===== src/rtl/sram_pkg.sv =====
// Shared types and helpers for the bit-masked 1RW memory model.
// Also defines the elaboration check used by the top level.
package sram_pkg;

  typedef enum logic {INIT, RUN} sram_state_e;

  localparam int unsigned SRAM_MAX_W = 256;

  // Widen a lane mask into a per-bit write enable; callers truncate to WIDTH.
  function automatic logic [SRAM_MAX_W-1:0] lane_expand(input logic [SRAM_MAX_W-1:0] mask,
                                                         input int unsigned gran);
    logic [SRAM_MAX_W-1:0] en;
    en = '0;
    for (int unsigned i = 0; i < SRAM_MAX_W; i++) begin
      en[i] = mask[i / gran];
    end
    return en;
  endfunction

endpackage

`define SRAM_CHECK_GRAN(W, G) \
  if ((G) == 0 || ((W) % (G)) != 0) begin : g_bad_mask_gran \
    $error("sram: WIDTH must be a multiple of MASK_GRAN"); \
  end


===== src/rtl/sram_init_seq.sv =====
// Post-reset initialiser: walks every address once, then raises ready.
// ready is registered and depends only on FSM state.
module sram_init_seq
  import sram_pkg::*;
#(
  parameter int unsigned DEPTH  = 32,
  parameter int unsigned ADDR_W = $clog2(DEPTH)
) (
  input  logic              clk_i,
  input  logic              rst_i,
  output logic              init_we_o,
  output logic [ADDR_W-1:0] init_addr_o,
  output logic              ready_o
);

  sram_state_e       state_q;
  logic [ADDR_W-1:0] cnt_q;
  logic              ready_q;

  always_ff @(posedge clk_i) begin
    if (rst_i) begin
      state_q <= INIT;
      cnt_q   <= '0;
      ready_q <= 1'b0;
    end else begin
      case (state_q)
        INIT: begin
          if (cnt_q == ADDR_W'(DEPTH - 1)) begin
            state_q <= RUN;
            ready_q <= 1'b1;
          end else begin
            cnt_q <= cnt_q + ADDR_W'(1);
          end
        end
        RUN: ready_q <= 1'b1;
        default: begin
          state_q <= INIT;
          cnt_q   <= '0;
          ready_q <= 1'b0;
        end
      endcase
    end
  end

  assign init_we_o   = (state_q == INIT) && !rst_i;
  assign init_addr_o = cnt_q;
  assign ready_o     = ready_q;

endmodule


===== src/rtl/sram_1rw_mask_ext.sv =====
// Single-port bit-masked synchronous memory with init-on-reset,
// held registered read data and a one-cycle read-valid strobe.
module sram_1rw_mask_ext
  import sram_pkg::*;
#(
  parameter int unsigned      DEPTH     = 32,
  parameter int unsigned      WIDTH     = 4,
  parameter int unsigned      MASK_GRAN = 1,
  parameter logic [WIDTH-1:0] INIT_VAL  = '0,
  parameter int unsigned      ADDR_W    = $clog2(DEPTH),
  parameter int unsigned      MASK_W    = WIDTH / MASK_GRAN
) (
  input  logic              RW0_clk,
  input  logic              RW0_reset,
  input  logic              RW0_en,
  input  logic              RW0_wmode,
  input  logic [ADDR_W-1:0] RW0_addr,
  input  logic [MASK_W-1:0] RW0_wmask,
  input  logic [WIDTH-1:0]  RW0_wdata,
  output logic [WIDTH-1:0]  RW0_rdata,
  output logic              RW0_rvalid,
  output logic              RW0_ready
);

  `SRAM_CHECK_GRAN(WIDTH, MASK_GRAN)

  if (WIDTH > SRAM_MAX_W) begin : g_too_wide
    $error("sram: WIDTH exceeds SRAM_MAX_W");
  end

  logic              init_we;
  logic [ADDR_W-1:0] init_addr;
  logic              ready;

  sram_init_seq #(
    .DEPTH  (DEPTH),
    .ADDR_W (ADDR_W)
  ) u_init_seq (
    .clk_i       (RW0_clk),
    .rst_i       (RW0_reset),
    .init_we_o   (init_we),
    .init_addr_o (init_addr),
    .ready_o     (ready)
  );

  logic [WIDTH-1:0]  mem [DEPTH];
  logic              in_range;
  logic              user_wr;
  logic              user_rd;
  logic [WIDTH-1:0]  user_ben;
  logic              mem_we;
  logic [ADDR_W-1:0] mem_addr;
  logic [WIDTH-1:0]  mem_wdata;
  logic [WIDTH-1:0]  mem_ben;
  logic [WIDTH-1:0]  rdata_d;
  logic [WIDTH-1:0]  rdata_q;
  logic              rvalid_q;

  assign in_range = 32'(RW0_addr) < DEPTH;
  assign user_wr  = ready && RW0_en && RW0_wmode && in_range;
  assign user_rd  = ready && RW0_en && !RW0_wmode;
  assign user_ben = WIDTH'(lane_expand(SRAM_MAX_W'(RW0_wmask), MASK_GRAN));

  // Init and user writes never overlap: ready is low for the whole INIT state.
  always_comb begin
    mem_we    = init_we || user_wr;
    mem_addr  = RW0_addr;
    mem_wdata = RW0_wdata;
    mem_ben   = user_ben;
    if (init_we) begin
      mem_addr  = init_addr;
      mem_wdata = INIT_VAL;
      mem_ben   = '1;
    end
  end

  always_ff @(posedge RW0_clk) begin
    if (mem_we) begin
      mem[mem_addr] <= (mem[mem_addr] & ~mem_ben) | (mem_wdata & mem_ben);
    end
  end

  always_comb begin
    rdata_d = '0;
    if (in_range) begin
      rdata_d = mem[RW0_addr];
    end
  end

  always_ff @(posedge RW0_clk) begin
    if (RW0_reset) begin
      rdata_q  <= '0;
      rvalid_q <= 1'b0;
    end else begin
      rvalid_q <= user_rd;
      if (user_rd) begin
        rdata_q <= rdata_d;
      end
    end
  end

  assign RW0_rdata  = rdata_q;
  assign RW0_rvalid = rvalid_q;
  assign RW0_ready  = ready;

endmodule


===== config.mk =====
export PLATFORM = sky130hd
export DESIGN_NAME = sram_1rw_mask_ext
export DESIGN_NICKNAME = d
export VERILOG_FILES = /design/src/rtl/sram_pkg.sv /design/src/rtl/sram_init_seq.sv /design/src/rtl/sram_1rw_mask_ext.sv
export SDC_FILE = /design/constraint.sdc
export NUM_CORES = 1
export LEC_CHECK = 0
export CORE_MARGIN = 3
export CORE_UTILIZATION = 55
export DETAILED_ROUTE_END_ITERATION = 8
export PLACE_DENSITY = 0.73
export SLEW_MARGIN = 20
export SYNTH_ARGS = -nofsm -noshare
export SYNTH_HDL_FRONTEND = slang
export SYNTH_SLANG_ARGS = --single-unit

===== constraint.sdc =====
create_clock -name RW0_clk -period 4 [get_ports RW0_clk]
set_input_delay 0.8 -clock RW0_clk [delete_from_list [all_inputs] [get_ports RW0_clk]]
set_output_delay 0.8 -clock RW0_clk [all_outputs]
set_load 0.01 [all_outputs]

==> impl_results.md <==
- Status: finished clean
- Die area: 13,600 µm²
- CTS buffer count: 17
- Setup total negative slack: 0 ns
- Pin count of the biggest net entering global routing: 33
- Half-perimeter wire length after placement: 11,400 µm
- Area Overhead vs Synth: 15.0%
- DRC Markers: 0
- # port buffers: 22
- Worst slew margin: 34.7%
- Peak Freq: 289 MHz
- Fill cells: 825
- Sw Pwr: 797 µW
- Crit path launch type: primary input
- Total internal power: 2940 µW
- Worst min-delay path class: flop to flop
- R2R Setup Slk: 1.03 ns
- Gr usage total: 26.3%
- Max Clock Skew: 0.00774 ns
- FF-to-FF path depth: 9
- Worst reg2reg path endpoint: mem[17][0]$_DFFE_PP_
- CTS sink count: 140
- Worst vdd ir: 0.000338 V
- Commonest non-fill, non-tap cell in the layout: edfxtp_1
- Vias per cell: 6.96
- Clk root buf: clkbuf_16
- CTS tree: yes
- Total core area: 11,700 µm²
- Cell Pwr Density: 482 nW/µm²
- CTS H-Tree Depth: 4
- Die span in y: 117 µm
- WL/cell: 26.8 µm
- Setup Buffers After CTS: 0
- Final nets: 483
- Cell Chain, Critical Path: clkdlybuf4s50_1, buf_4, or4_4, o31ai_4, buf_6, buf_4, a22o_1, a221oi_2, o22ai_1, nor4_2, a221oi_2, buf_4
- Cell total after placement: 587
- Final Hold Viols: 0
- Hold-critical path depth: 2
- WP data arrival: 3.67 ns
- Synth Register Bits: 140
- CTS resizes: 0
- Clock-pin slew of the registers on the worst-case setup and hold paths: 0.06 ns
- Critical Path Source: RW0_reset
- Avg Cell Area, Syn: 15.9 µm²
- Crit end category: flop
- Post-route core utilization: 66.3%
- Seq/Total Area, Yosys: 60.5%
- Max_cap viols: 0
- Die Wd: 117 µm
- Hold Startpoint: RW0_rdata[0]$_SDFFE_PP0P_
- Via count: 4,308
- Top delay family on crit path: buffers and inverters
- Syn Nets: 444
- Worst-skew pair later-pin latency: 0.42 ns
- Layout cells sized above 1: 25.4%
- Initial DRC count: 482
- Slew Limit Fails: 0
- Max incr delay on CP: 0.50 ns
- Sw Share: 21.3%
- Vias in the first global route: 4,317
- Total I/O pin count: 23
- GR Overflow Total: 0
- CP dominant cell by count: buf_4
- Sequential Power Share: 43.9%
- First-pass GRT wire length: 25,700 µm
- Number of synthesized flops with an enable pin: 128
- TritonRoute pass-1 iters: 5
- Leak: 0.00257 µW
- Fin crit share: 86.5%
- Final min period: 3.46 ns
- Antenna diodes: 0
- RSZ-0062 raised after global routing: false
- Rows: 39
- Mapped Cells: 425
- Routability cong.: 0.893
- Hold-fix buffers at CTS: 0
- Final wirelength: 16,600 µm
- Worst Path Required: 4.21 ns
- Cell area after synthesis: 6750 µm²
- Clk buf depth: 2
- Initial antenna violation count: 0
- CP max stage cell: or4_4
- Logic gate share of total power: 9.9%
- Endpoint, Worst Hold: RW0_rdata[0]$_SDFFE_PP0P_
- Bufs and invs on worst path: 5
- Reg2reg start: u_init_seq.state_q$_SDFF_PP0_
- Top_reg_cell synth: edfxtp_1
- Slew at the pin closest to its max-slew limit: 0.975 ns
- Synth cell types: 42
- Post-Layout Cell Count: 619
- DRT antenna net count: 0
- Synth warn: 0
- Clock power share: 46.2%
- Worst Path Max Fanout: 32
- Critical path class: primary input to flop
- Final setup violating endpoints: 0
- Initial core utilization: 57.6%
- Commonest non-fill, non-tap cells in the layout: edfxtp_1 (128), nor2_1 (50), mux4_2 (36)
- Async SR Flop Fraction: 0%
-- flip-flops by register name (all words and copies together) (netlist names) --
| name | cells |
|---|---|
| u_init_seq.init_addr_o | 5 |
| u_init_seq.state_q | 1 |
| u_init_seq.ready_o | 1 |
| RW0_rvalid | 1 |
| mem | 128 |
| RW0_rdata | 4 |
-- logic make-up (layout without fill, tap and decap cells) --
group / count (synthesis) / after routing / share of synthesized area, %
DFF: 140 / 140 / 60.5
AOI/OAI and AO/OA: 105 / 105 / 13.7
and+or+nand+nor: 88 / 88 / 6.43
muxes: 54 / 54 / 14.7
buffers and inverters: 33 / 84 / 3.93
xor gates and xnor gates: 3 / 3 / 0.389
adders and majority gates: 2 / 2 / 0.371
-- cells in the mapped netlist (3+ instances only) --
master	count	area (µm²)
a211oi_1	4	30.0
a21oi_1	10	50.1
a221oi_1	17	149
a221oi_2	11	165
a22o_1	23	201
a22oi_1	16	120
buf_2	10	50.1
buf_6	11	124
clkbuf_1	3	11.3
dfxtp_1	12	240
edfxtp_1	128	3840
inv_1	4	15.0
mux2i_1	17	170
mux4_2	36	811
nand2_1	16	60.1
nand2b_1	5	31.3
nor2_1	50	188
nor4_2	4	50.1
o21ai_0	5	25.0
o22ai_1	12	75.1
-- power groups by stage --
stage | logic (µW) | clock network (µW) | registers, µW
floorplan | 266 | 0 | 1670
global placement | 354 | 0 | 1670
detailed placement | 362 | 0 | 1670
CTS | 365 | 1750 | 1640
global route | 395 | 1820 | 1640
finish | 371 | 1730 | 1640
-- worst reg2reg max path, stage by stage (launching register included) --
cell,delay (ns)
dfxtp_1,0.52
nor2_4,0.07
buf_4,0.18
o21ai_4,0.77
a22o_1,0.30
a221oi_2,0.05
o22ai_1,0.23
nor4_2,0.09
a221oi_2,0.22
buf_4,0.33
-- through the flow --
step | power (µW) | hold slack (ns) | cell area [µm²] | worst slack (ns)
after floorplan | 1930 | 0.480 | 6750 | 0.710
after global placement | 2020 | 0.495 | 7100 | 0.196
after detailed placement | 2030 | 0.492 | 7100 | 0.158
after CTS | 3750 | 0.500 | 7750 | 0.568
after global routing | 3860 | 0.540 | 7760 | 0.376
final | 3740 | 0.497 | 7760 | 0.539
-- area by class of cell --
class                      instances  area (µm²)  area share (%)
clock inverter                    14         225            2.90
clock buffer                      17         425            5.48
timing repair buffer              49         434            5.59
sequential                       140        4080            52.6
inverter                           4        15.0           0.193
tap                              143         179            2.30
multi-input combinational        252        2400            30.9
-- worst max-delay path by stage --
stage	endpoint	slack, ns	cells after the start
floorplan	mem[0][2]$_DFFE_PP_	0.71	8
global placement	mem[6][0]$_DFFE_PP_	0.20	10
detailed placement	mem[25][0]$_DFFE_PP_	0.16	10
CTS	mem[25][2]$_DFFE_PP_	0.57	11
global route	mem[19][0]$_DFFE_PP_	0.38	12
finish	mem[17][0]$_DFFE_PP_	0.54	12
-- layer usage --
| layer | track usage (%) | part of all wire (%) |
|---|---|---|
| met5 | 0 | 0 |
| met4 | 9.40 | 2.6 |
| met3 | 6.17 | 9.9 |
| met2 | 41.5 | 49 |
| met1 | 36.5 | 39 |
Power figures use the tool's default switching activity.
